### src/rtl/sync_fifo_flags_if.sv
// Handshake and status bundle for sync_fifo_flags.
// The master side writes and reads the FIFO; the slave side is the FIFO itself.
interface sync_fifo_flags_if #(
  parameter int unsigned DATA_W = 8,
  parameter int unsigned DEPTH  = 150
);
  localparam int unsigned CNT_W = $clog2(DEPTH + 1);

  logic              flush;
  logic              wr_en;
  logic [DATA_W-1:0] wr_data;
  logic              rd_en;
  logic [DATA_W-1:0] rd_data;
  logic              rd_valid;
  logic [CNT_W-1:0]  count;
  logic              full;
  logic              empty;
  logic              almost_full;
  logic              almost_empty;
  logic              overflow;
  logic              underflow;

  modport master (
    output flush, wr_en, wr_data, rd_en,
    input  rd_data, rd_valid, count, full, empty,
           almost_full, almost_empty, overflow, underflow
  );

  modport slave (
    input  flush, wr_en, wr_data, rd_en,
    output rd_data, rd_valid, count, full, empty,
           almost_full, almost_empty, overflow, underflow
  );
endinterface

### src/rtl/sync_fifo_flags.sv
// Single-clock FIFO of arbitrary depth with occupancy count, threshold flags,
// sticky overflow/underflow and a synchronous flush.
module sync_fifo_flags #(
  parameter int unsigned DATA_W    = 8,
  parameter int unsigned DEPTH     = 150,
  parameter int unsigned AF_THRESH = 146,
  parameter int unsigned AE_THRESH = 4
) (
  input logic              clk,
  input logic              rst,
  sync_fifo_flags_if.slave bus
);
  localparam int unsigned PTR_W = (DEPTH > 1) ? $clog2(DEPTH) : 1;
  localparam int unsigned CNT_W = $clog2(DEPTH + 1);

  logic [DATA_W-1:0] mem [DEPTH];

  logic [PTR_W-1:0]  wr_ptr_q, wr_ptr_d;
  logic [PTR_W-1:0]  rd_ptr_q, rd_ptr_d;
  logic [CNT_W-1:0]  count_q, count_d;
  logic [DATA_W-1:0] rd_data_q, rd_data_d;
  logic              rd_valid_q, rd_valid_d;
  logic              overflow_q, overflow_d;
  logic              underflow_q, underflow_d;

  logic full, empty;
  logic wr_acc, rd_acc;

  assign full  = (count_q == CNT_W'(DEPTH));
  assign empty = (count_q == '0);

  // Acceptance is masked by flush so a flush cycle never touches storage.
  assign wr_acc = bus.wr_en & ~full  & ~bus.flush;
  assign rd_acc = bus.rd_en & ~empty & ~bus.flush;

  always_comb begin
    wr_ptr_d    = wr_ptr_q;
    rd_ptr_d    = rd_ptr_q;
    count_d     = count_q;
    rd_data_d   = rd_data_q;
    rd_valid_d  = 1'b0;
    overflow_d  = overflow_q;
    underflow_d = underflow_q;

    if (bus.flush) begin
      wr_ptr_d    = '0;
      rd_ptr_d    = '0;
      count_d     = '0;
      overflow_d  = 1'b0;
      underflow_d = 1'b0;
    end else begin
      if (bus.wr_en && full)  overflow_d  = 1'b1;
      if (bus.rd_en && empty) underflow_d = 1'b1;

      if (wr_acc) begin
        wr_ptr_d = (wr_ptr_q == PTR_W'(DEPTH - 1)) ? '0 : wr_ptr_q + PTR_W'(1);
      end
      if (rd_acc) begin
        rd_ptr_d   = (rd_ptr_q == PTR_W'(DEPTH - 1)) ? '0 : rd_ptr_q + PTR_W'(1);
        rd_data_d  = mem[rd_ptr_q];
        rd_valid_d = 1'b1;
      end

      case ({wr_acc, rd_acc})
        2'b10:   count_d = count_q + CNT_W'(1);
        2'b01:   count_d = count_q - CNT_W'(1);
        default: count_d = count_q;
      endcase
    end
  end

  always_ff @(posedge clk or posedge rst) begin
    if (rst) begin
      wr_ptr_q    <= '0;
      rd_ptr_q    <= '0;
      count_q     <= '0;
      rd_data_q   <= '0;
      rd_valid_q  <= 1'b0;
      overflow_q  <= 1'b0;
      underflow_q <= 1'b0;
    end else begin
      wr_ptr_q    <= wr_ptr_d;
      rd_ptr_q    <= rd_ptr_d;
      count_q     <= count_d;
      rd_data_q   <= rd_data_d;
      rd_valid_q  <= rd_valid_d;
      overflow_q  <= overflow_d;
      underflow_q <= underflow_d;
    end
  end

  // Storage carries no reset; contents are only observable after a fresh write.
  always_ff @(posedge clk) begin
    if (wr_acc) mem[wr_ptr_q] <= bus.wr_data;
  end

  assign bus.rd_data      = rd_data_q;
  assign bus.rd_valid     = rd_valid_q;
  assign bus.count        = count_q;
  assign bus.full         = full;
  assign bus.empty        = empty;
  assign bus.almost_full  = (count_q >= CNT_W'(AF_THRESH));
  assign bus.almost_empty = (count_q <= CNT_W'(AE_THRESH));
  assign bus.overflow     = overflow_q;
  assign bus.underflow    = underflow_q;
endmodule

### src/flat_wrapper.sv
// flat-port wrapper written by rule: the top's interface ports become plain ports
module sync_fifo_flags_flat 
#(
  parameter int unsigned DATA_W    = 8,
  parameter int unsigned DEPTH     = 150,
  parameter int unsigned AF_THRESH = 146,
  parameter int unsigned AE_THRESH = 4
)
  (clk, rst, bus_flush, bus_wr_en, bus_wr_data, bus_rd_en, bus_rd_data, bus_rd_valid, bus_count, bus_full, bus_empty, bus_almost_full, bus_almost_empty, bus_overflow, bus_underflow);
  sync_fifo_flags_if #(.DATA_W(DATA_W), .DEPTH(DEPTH)) bus_i ();
  input logic clk;
  input logic rst;
  input wire logic [$bits(bus_i.flush)-1:0] bus_flush;
  input wire logic [$bits(bus_i.wr_en)-1:0] bus_wr_en;
  input wire logic [$bits(bus_i.wr_data)-1:0] bus_wr_data;
  input wire logic [$bits(bus_i.rd_en)-1:0] bus_rd_en;
  output wire logic [$bits(bus_i.rd_data)-1:0] bus_rd_data;
  output wire logic [$bits(bus_i.rd_valid)-1:0] bus_rd_valid;
  output wire logic [$bits(bus_i.count)-1:0] bus_count;
  output wire logic [$bits(bus_i.full)-1:0] bus_full;
  output wire logic [$bits(bus_i.empty)-1:0] bus_empty;
  output wire logic [$bits(bus_i.almost_full)-1:0] bus_almost_full;
  output wire logic [$bits(bus_i.almost_empty)-1:0] bus_almost_empty;
  output wire logic [$bits(bus_i.overflow)-1:0] bus_overflow;
  output wire logic [$bits(bus_i.underflow)-1:0] bus_underflow;
  assign bus_i.flush = bus_flush;
  assign bus_i.wr_en = bus_wr_en;
  assign bus_i.wr_data = bus_wr_data;
  assign bus_i.rd_en = bus_rd_en;
  assign bus_rd_data = bus_i.rd_data;
  assign bus_rd_valid = bus_i.rd_valid;
  assign bus_count = bus_i.count;
  assign bus_full = bus_i.full;
  assign bus_empty = bus_i.empty;
  assign bus_almost_full = bus_i.almost_full;
  assign bus_almost_empty = bus_i.almost_empty;
  assign bus_overflow = bus_i.overflow;
  assign bus_underflow = bus_i.underflow;
  sync_fifo_flags #(.DATA_W(DATA_W), .DEPTH(DEPTH), .AF_THRESH(AF_THRESH), .AE_THRESH(AE_THRESH)) u_core (.clk(clk), .rst(rst), .bus(bus_i));
endmodule
### config.mk
export PLATFORM = sky130hd
export DESIGN_NAME = sync_fifo_flags_flat
export DESIGN_NICKNAME = d
export VERILOG_FILES = /design/src/rtl/sync_fifo_flags_if.sv /design/src/rtl/sync_fifo_flags.sv /design/src/flat_wrapper.sv
export SDC_FILE = /design/constraint.sdc
export NUM_CORES = 1
export LEC_CHECK = 0
export ABC_AREA = 0
export CAP_MARGIN = 10
export CORE_ASPECT_RATIO = 1.4
export CORE_MARGIN = 10
export CORE_UTILIZATION = 35
export CTS_CLUSTER_SIZE = 28
export DETAILED_ROUTE_END_ITERATION = 8
export PLACE_DENSITY = 0.46
export SLEW_MARGIN = 20
export SYNTH_ARGS = -nofsm -noshare
export SYNTH_HDL_FRONTEND = slang
export SYNTH_SLANG_ARGS = --single-unit
### constraint.sdc
create_clock -name clk -period 3.6 [get_ports clk]
set_input_delay 0.36 -clock clk [delete_from_list [all_inputs] [get_ports clk]]
set_output_delay 0.36 -clock clk [all_outputs]
set_load 0.02 [all_outputs]
# ---- Yosys cells after proc, flatten, opt, wreduce, memory -nomap -nowiden
# Memory sizes are Yosys's and may differ from the RTL's. A register that Yosys moved wholly into a read port is not among the register bits.
# Cells that the tools add are included.
dict set report word_totals {
  regBits 27
  ramBits 1200
  input_bits 13
  out_inout_bits 23
  elab_cells 50
  n_memories 1
}
# memory words width rd rd_clocked_by_memory_dff write_ports line_no
set memory_table {}
lappend memory_table {u_core.mem 150 8 1 1 1 sync_fifo_flags.sv:16} ;# logic [DATA_W-1:0] mem [DEPTH];
dict set report op_classes {
  add_sub_neg 4
  magnitude_cmp 2
  eq_ne 5
  muxes 16
  n_bitwise 7
  reduce_logical 9
}
# operator n
set op_table {}
lappend op_table {{two-way mux 8 bit} 7}
lappend op_table {{adder 8 x 1 -> 8 bit (second input constant)} 3}
lappend op_table {{== test 8 bit (second input constant)} 3}
lappend op_table {{one-hot mux 8 bit (2 select lines)} 1}
lappend op_table {{greater-or-equal comparator 8 bit (second input constant)} 1}
lappend op_table {{less-or-equal comparator 8 x 3 -> 1 bit (second input constant)} 1}
lappend op_table {{logical NOT 8 bit} 1}
lappend op_table {{two-way mux 1 bit} 8}
lappend op_table {{nonzero test 2 bit} 4}
lappend op_table {{subtractor 8 x 1 -> 8 bit (second input constant)} 1}
lappend op_table {{bitwise AND 1 bit} 4}
lappend op_table {{inverter 1 bit} 3}
lappend op_table {{nonzero test 3 bit} 1}
lappend op_table {{== test 2 x 1 -> 1 bit (second input constant)} 1}
lappend op_table {{== test 2 bit (second input constant)} 1}
lappend op_table {{logical AND 1 bit} 2}
lappend op_table {{AND reduction 2 bit} 1}

# ---- Longest topological paths before layout
# Gate-level depths: netlist of the first run.
dict set report logic_depth {
  word_depth 7
  ltp_mapped 13
  mapped_depth_nobuf 11
}

# ---- Least setup slack after synthesis of the first run
# Ideal clock, no wire load.
dict set report synth_timing {
  path_type {reg-to-reg}
  startpoint {reg u_core.count_q[4], in the netlist u_core.bus.count[4]}
  endpoint {reg u_core.count_q[7], in the netlist u_core.bus.count[7]}
  setup_time_ps 120
  t_arrival_ps 3004
  t_required_ps 3480
  setup_slack_ps 476
  stages_incl_launch_ff 14
  path_buffers 2
  synth_period_minus_slack_ps 3124
  path_cell_list {dfrtp_1 buf_6 or4_4 o211ai_2 inv_2 nand2_2 inv_2 ha_1 clkbuf_1 a31oi_1 o21ai_0 a2111oi_1 a211o_1 nand2_1}
}
dict set report synth_between {
  elab_chain_cells 7
  word_cells_on_any_way 15
  classes_between {2 x add/sub; 3 x eq/ne; 2 x mux; 6 x bitwise; 2 x reduce/logical}
}
# element line_no
set synth_lines {}
lappend synth_lines {{start: declaration} sync_fifo_flags.sv:20} ;# logic [CNT_W-1:0] count_q, count_d;
lappend synth_lines {{start signal: assignment} sync_fifo_flags.sv:84} ;# count_q <= count_d;
lappend synth_lines {{== test 8 bit / logical NOT 8 bit (equally long branches)} {sync_fifo_flags.sv:29, sync_fifo_flags.sv:30}}
lappend synth_lines {{inverter 1 bit (on tied branches)} {sync_fifo_flags.sv:33, sync_fifo_flags.sv:34}}
lappend synth_lines {{bitwise AND 1 bit (on tied branches) (2 in a row)} {sync_fifo_flags.sv:33, sync_fifo_flags.sv:34}}
lappend synth_lines {{== test 2 x 1 -> 1 bit / == test 2 bit (equally long branches)} sync_fifo_flags.sv:64} ;# case ({wr_acc, rd_acc})
lappend synth_lines {{one-hot mux 8 bit (2 select lines)} sync_fifo_flags.sv:64}
lappend synth_lines {{two-way mux 8 bit} sync_fifo_flags.sv:45} ;# if (bus.flush) begin
# Several ways; a longest one is shown, not always the timed one.
# A chain may end at the register's enable or synchronous reset.

==> summary.txt, run 1 <==
Critical path
  – Critical path endpoint category: register
  – Kind of start point of the critical path: register
  – Req. time, crit path: 4.21 ns
  – Largest fanout on the critical path: 31
  – Logic depth of the worst setup path including buffers: 8
  – Largest stage delay on the critical path: 0.58 ns
  – Register-to-register setup slack: 0.16 ns
  – FF-to-FF path depth: 8
  – Crit-path cells: buf_12 > buf_6 > mux4_2 > a22o_1 > a221oi_1 > o22ai_1 > nor3_1 > o31ai_1
  – Buffering stage count on the worst path with inverters included: 2
  – Capture instance of the worst register-to-register path: u_core.bus.rd_data[3]
  – Cell family with the largest share of critical-path delay: compound AO/OA/AOI/OAI gates
  – Slowest CP cell: sky130_fd_sc_hd__mux4_2
  – Worst endpoint data arrival time: 4.05 ns
  – Launch point of the worst reg-to-reg path: u_core.rd_ptr_q[0]
  – Classification of the worst setup path: register to register

Power and ir drop
  – Pwr Total: 0.0361 W
  – LEAKAGE: 17.7 nW
  – Power density over the cells: 640 nW/um2
  – Highest ir drop seen on vdd: 0.000367 V

GRT
  – Number of global-route vias before repair: 25222
  – Global-route wire length before repair: 191000 um
  – Maximum number of pins on one net before global-route repair: 151
  – Global router's overall resource usage: 17.3%
  – Number of antenna violations at the first check in global routing: 7
  – Total grt overflow: 0

Synthesis
  – Yosys top cell area share: 74.9%
  – Post-Syn Area: 48100 um2
  – Synthesized area per cell: 21.0 um2
  – Top flip-flop cell by instance count after synthesis: sky130_fd_sc_hd__edfxtp_1
  – Post-synthesis cell type with the largest combined area: sky130_fd_sc_hd__edfxtp_1
  – Top-count cell post-synth: sky130_fd_sc_hd__edfxtp_1
  – Synth Net Count: 2311
  – Post-Syn Instances: 2288
  – Synth cell count leaders: sky130_fd_sc_hd__edfxtp_1, sky130_fd_sc_hd__mux4_2, sky130_fd_sc_hd__nor2_1
  – Yosys warning total: 0
  – Synth top area cells: sky130_fd_sc_hd__edfxtp_1, sky130_fd_sc_hd__mux4_2, sky130_fd_sc_hd__dfrtp_1
  – Post-synthesis async set-or-reset flop share: 2.83%
  – Part of the Yosys area used for sequential elements: 76.7%
  – Flop and latch count out of synthesis: 1235
  – Post-synth cell types: 66
  – Number of enable flip-flop cells after synthesis: 1200

STA
  – Time the worst path needs with I/O delays and setup: 3.44 ns
  – Final cycle utilization of the critical path: 95.6%
  – Unrepaired setup endpoints after global routing: no
  – Sum Neg Setup Slack: 0 ns
  – Post-route clock skew: 0.0439 ns
  – Fmax: 0.291 GHz
  – Final setup violating endpoints: 0
  – Number of slew-limit violations in the final report: 0
  – Max transition margin: 28.5%
  – Pin slew with the least headroom to its limit: 1.06 ns
  – Final Hold Violating Endpoints: 0

Clock tree
  – Clock tree from TritonCTS: built
  – Root buffer selected by CTS: sky130_fd_sc_hd__clkbuf_16
  – CTS max path bufs: 3
  – CTS sink cnt: 1235
  – # H-tree levels: 3
  – Clock latency of the later-clocked register in the worst-skew pair: 0.76 ns
  – Number of resized instances in the post-cts repair step: 1
  – CTS clock-pin slew for the worst setup and hold paths: 0.07 ns
  – Num CTS Buffers: 116
  – Buffer count from post-CTS setup fixing: 0
  – CTS Hold Buffers Added: 0

Drt
  – First-iteration detailed-routing DRC count: 2005
  – DRC violation count after routing: 0
  – Number of detailed-route iterations in the first pass: 5
  – Antenna-violating nets left: 0
  – Average detailed-routed wire length per instance: 29.8 um
  – Total number of vias: 23744
  – Post-DR vias/cell: 5.32
  – Total wirelength of the detailed-routed design: 133000 um

Cells and area
  – Share of final-layout standard cells stronger than drive strength 1: 29.3%
  – # nets final: 2590
  – Post-Route Utilization: 41.1%
  – Fill count: 11992
  – Area added between synthesis and finish: 17.2%

Outcome
  – Status: finished, final reports clean

Floorplan
  – # IOs: 36
  – Chip width: 333 um
  – Total die area: 153000 um2
  – Number of placement rows: 161
  – Core Footprint: 137000 um2
  – Die boundary height: 459 um
  – Initial core utilization: 35.1%

Flow run
  – Max-cap viol count: 0

Place
  – Weighted congestion at the end of routability-driven global placement: 0.832
  – Placed wire-length estimate after detailed placement: 85800 um
  – Port Buf Inserts: 35

Min path
  – Hold Path Stages: 1
  – Class of the worst hold path: input pin to register
  – Sink of the worst hold path: u_core.mem[135][6]
  – Worst Min Path Start: bus_wr_data[6]
[cell type report]
type                       count  area [um2]  area share [%]
multi-input combinational    909       10600            18.8
tap                         1793        2240            3.98
timing repair buffer         294        2670            4.73
clock inverter                88         897            1.59
sequential                  1235       36900            65.5
clock buffer                 133        3020            5.35
antenna                        1        2.50         0.00444
inverter                      11        41.3          0.0732
[flip-flops by register name, summed over array words and instances (netlist names)]
register	flops
u_core.wr_ptr_q	8
u_core.bus.overflow	1
u_core.mem	1200
u_core.bus.rd_data	8
u_core.bus.rd_valid	1
u_core.bus.count	8
u_core.bus.underflow	1
u_core.rd_ptr_q	8
[layer usage]
layer	GRT usage [%]	share of wire, %
met5	0	0.020
met4	6.29	3.3
met3	2.02	4.2
met2	31.2	53
met1	21.0	39
[report_power, final]
group	switching [W]	leakage, nW	total, W	internal, W
Combinational	0.00397	4.50	0.00750	0.00353
Clock	0.00544	1.92	0.0126	0.00712
Sequential	0.000175	11.2	0.0160	0.0159
[cell usage in the layout (no fill, tap or decap), drive strengths merged, types with 4 or more instances in the layout]
master and count:
bufinv 15, xnor2 5, clkbuf 133, clkinvlp 6
o22ai 18, a22o 39, o21ai 32, mux4 304
nor2b 10, a22oi 44, buf 267, nand3 12
inv 15, mux2i 33, nor3b 4, or3 4
o211ai 8, nand2 42, o31ai 10, clkinv 63
a21oi 32, a31oi 5, ha 10, nor3 17
nor2 189, edfxtp 1200, clkdlybuf4s50 27, dfrtp 35
a221oi 38, or2 4, and2 4
[kinds of logic after synthesis]
group,count (synthesis),synth area share (%)
and+or+nand+nor,309,2.83
AOI/OAI and AO/OA,244,3.74
buffers and inverters,144,1.41
DFF,1235,76.7
adders and majority gates,10,0.260
muxes,338,14.9
xor gates and xnor gates,8,0.146
[worst reg2reg max path, cell delays in order, from the launching register on]
cell	delay, ns
sky130_fd_sc_hd__dfrtp_4	0.56
sky130_fd_sc_hd__buf_12	0.30
sky130_fd_sc_hd__buf_6	0.35
sky130_fd_sc_hd__mux4_2	0.58
sky130_fd_sc_hd__a22o_1	0.28
sky130_fd_sc_hd__a221oi_1	0.44
sky130_fd_sc_hd__o22ai_1	0.38
sky130_fd_sc_hd__nor3_1	0.29
sky130_fd_sc_hd__o31ai_1	0.12
[how the worst max path moves through the flow]
stage                         from                    end  slack [ns]
6_report        u_core.rd_ptr_q[0]  u_core.bus.rd_data[3]        0.16
5_1_grt         u_core.rd_ptr_q[0]  u_core.bus.rd_data[2]        0.08
4_1_cts         u_core.rd_ptr_q[0]  u_core.bus.rd_data[3]        0.03
3_5_place_dp    u_core.rd_ptr_q[0]  u_core.bus.rd_data[0]       -0.08
3_3_place_gp    u_core.rd_ptr_q[0]  u_core.bus.rd_data[0]       -0.12
2_1_floorplan  u_core.bus.count[4]    u_core.bus.count[7]        0.48
[stage by stage]
step                hold WS, ns  std cells  setup slack [ns]  instance area [um2]
floorplan                 0.459       2288             0.476                48100
global placement          0.497       4241            -0.119                52400
detailed placement        0.504       4241           -0.0840                52400
CTS                       0.142       4462            0.0276                56400
global route             0.0384       4464            0.0753                56400
finish                   0.0548       4464             0.160                56400
No activity file was read; power rests on OpenSTA's default activity.
==> inputs of run 2 (changes only) <==
--- a/config.mk
+++ b/config.mk
@@ -13,6 +13,7 @@
 export CTS_CLUSTER_SIZE = 28
 export DETAILED_ROUTE_END_ITERATION = 8
 export PLACE_DENSITY = 0.46
+export RECOVER_POWER = 25
 export SLEW_MARGIN = 20
 export SYNTH_ARGS = -nofsm -noshare
 export SYNTH_HDL_FRONTEND = slang
==> summary.txt, run 2 (synthesis gave the netlist of run 1 again) <==
STA
  – Number of slew-limit violations in the final report: 663
  – Max transition margin: -144%
  – Hold Worst Slack: 0.135 ns
  – Fmax: 0.290 GHz
  – Pin slew with the least headroom to its limit: 3.66 ns
  – Final Hold Violating Endpoints: 0
  – Post-route clock skew: 0.0448 ns
  – Sum Neg Setup Slack: 0 ns
  – Final cycle utilization of the critical path: 95.9%
  – Time the worst path needs with I/O delays and setup: 3.45 ns
  – Final setup violating endpoints: 0
  – Unrepaired setup endpoints after global routing: no

Floorplan
  – # IOs: 36
  – Core Footprint: 137000 um2
  – Total die area: 153000 um2
  – Die boundary height: 459 um
  – Initial core utilization: 35.1%
  – Number of placement rows: 161
  – Chip width: 333 um

Drt
  – Total number of vias: 23853
  – First-iteration detailed-routing DRC count: 2012
  – DRC violation count after routing: 0
  – Number of detailed-route iterations in the first pass: 7
  – Antenna-violating nets left: 0
  – Average detailed-routed wire length per instance: 29.8 um
  – Post-DR vias/cell: 5.34
  – Total wirelength of the detailed-routed design: 133000 um

Critical path
  – Kind of start point of the critical path: register
  – Crit-path cells: buf_12 > buf_6 > mux4_2 > a22o_1 > a221oi_1 > o22ai_1 > nor3_1 > o31ai_1
  – Largest fanout on the critical path: 31
  – Slowest CP cell: sky130_fd_sc_hd__mux4_2
  – Classification of the worst setup path: register to register
  – Critical path endpoint category: register
  – Req. time, crit path: 4.21 ns
  – Worst endpoint data arrival time: 4.06 ns
  – Largest stage delay on the critical path: 0.58 ns

Power and ir drop
  – Highest ir drop seen on vdd: 0.000368 V
  – LEAKAGE: 17.6 nW
  – Power density over the cells: 641 nW/um2

Place
  – Weighted congestion at the end of routability-driven global placement: 0.832
  – Cell count after placement: 4241
  – Port Buf Inserts: 35
  – Placed wire-length estimate after detailed placement: 85800 um

Min path
  – Class of the worst hold path: input pin to asynchronous set/reset pin

Cells and area
  – Area added between synthesis and finish: 17.0%
  – # nets final: 2590
  – Share of final-layout standard cells stronger than drive strength 1: 29.1%
  – Number of standard cells in the final layout excluding fillers: 4465
  – Most common library cell in the layout ignoring fill and taps: sky130_fd_sc_hd__edfxtp_1
  – Number of flip-flops under the largest register name: 1200
  – Fill count: 12000
  – Top reg by flops: u_core.mem
  – Highest-count cells in the layout ignoring fill and taps: sky130_fd_sc_hd__edfxtp_1, sky130_fd_sc_hd__mux4_2, sky130_fd_sc_hd__buf_4

Clock tree
  – Clock tree from TritonCTS: built
  – Clock latency of the later-clocked register in the worst-skew pair: 0.76 ns
  – CTS Hold Buffers Added: 0
  – Buffer count from post-CTS setup fixing: 0
  – Root buffer selected by CTS: sky130_fd_sc_hd__clkbuf_16
  – CTS clock-pin slew for the worst setup and hold paths: 0.07 ns
  – # H-tree levels: 3
  – CTS max path bufs: 3
  – Num CTS Buffers: 116
  – CTS sink cnt: 1235

GRT
  – Global-route wire length before repair: 191000 um
  – Maximum number of pins on one net before global-route repair: 151
  – Total grt overflow: 0
  – Global router's overall resource usage: 17.3%
  – Number of global-route vias before repair: 25222
  – Number of antenna violations at the first check in global routing: 7

Outcome
  – Status: finished with violations
  – Violations in the final reports: capacitance limit, slew limit

Flow run
  – Max-cap viol count: 9
-- run 2: cell types whose count changed in the layout (fill, tap and decap cells not counted), sizes merged --
cell    previous run  this run
buf              267       255
clkbuf           133       145
diode              1         2
-- run 2: worst paths after layout --
kind / to / start / cells after the start / slack, ns
max in group asynchronous: u_core.rd_ptr_q[0] / rst / 2 / 2.74
worst min-delay path: u_core.bus.underflow / rst / 2 / 0.14
worst min register to register: u_core.bus.overflow / u_core.bus.overflow / 2 / 0.51
min in group clk: u_core.bus.overflow / bus_wr_en / 3 / 0.33
worst max register to register: u_core.bus.rd_data[3] / u_core.rd_ptr_q[0] / 8 / 0.15
worst max-delay path: u_core.bus.rd_data[3] / u_core.rd_ptr_q[0] / 8 / 0.15
-- run 2: timing repair --
action,4_1_cts,5_1_grt
endpoints found under the setup margin,1,5
resized for setup,1,1
endpoints found under the hold margin,0,0
-- run 2: power by group --
part	internal [W]	leakage (nW)	switching (W)
logic	0.00352	4.46	0.00396
clock network	0.00712	1.92	0.00545
registers	0.0159	11.2	0.000176
total	0.0265	17.6	0.00959
-- run 2: cell type report --
class | instances | area (um2) | share of cell area [%]
repair buffers | 294 | 2580 | 4.58
clock buffers | 133 | 3020 | 5.36
clock inverters | 88 | 897 | 1.59
diodes | 2 | 5.00 | 0.00889
inverters | 11 | 41.3 | 0.0733
multi-input cells | 909 | 10600 | 18.8
flip-flops and latches | 1235 | 36900 | 65.6
well taps | 1793 | 2240 | 3.98
-- run 2: layer usage --
layer  wire, um  part of all wire (%)  vias up  global-route usage (%)
met5         27                 0.020        -                       0
met4       4400                   3.3        4                    6.29
met3       5630                   4.2      171                    2.02
met2      71200                    54      606                    31.2
met1      51800                    39    12918                    21.0
li1           -                     -    10154                       -
-- run 2: metrics by stage --
| stage | total power, W | utilization, % | area (um2) | setup WS [ns] |
|---|---|---|---|---|
| after floorplan | 0.0211 | - | 48100 | 0.476 |
| after global placement | 0.0240 | 38.2 | 52400 | -0.119 |
| after detailed placement | 0.0240 | 38.2 | 52400 | -0.0840 |
| after CTS | 0.0366 | 41.1 | 56400 | 0.0276 |
| after global routing | 0.0375 | 41.0 | 56300 | 0.0753 |
| final | 0.0361 | 41.0 | 56300 | 0.148 |
-- run 2: worst max-delay path, delay by kind of cell, from the launching register on --
| kind | cells | cell delay (ns) |
|---|---|---|
| compound gates | 4 | 1.24 |
| buf+inv | 2 | 0.62 |
| mux | 1 | 0.58 |
| flops | 1 | 0.56 |
| simple gates | 1 | 0.29 |
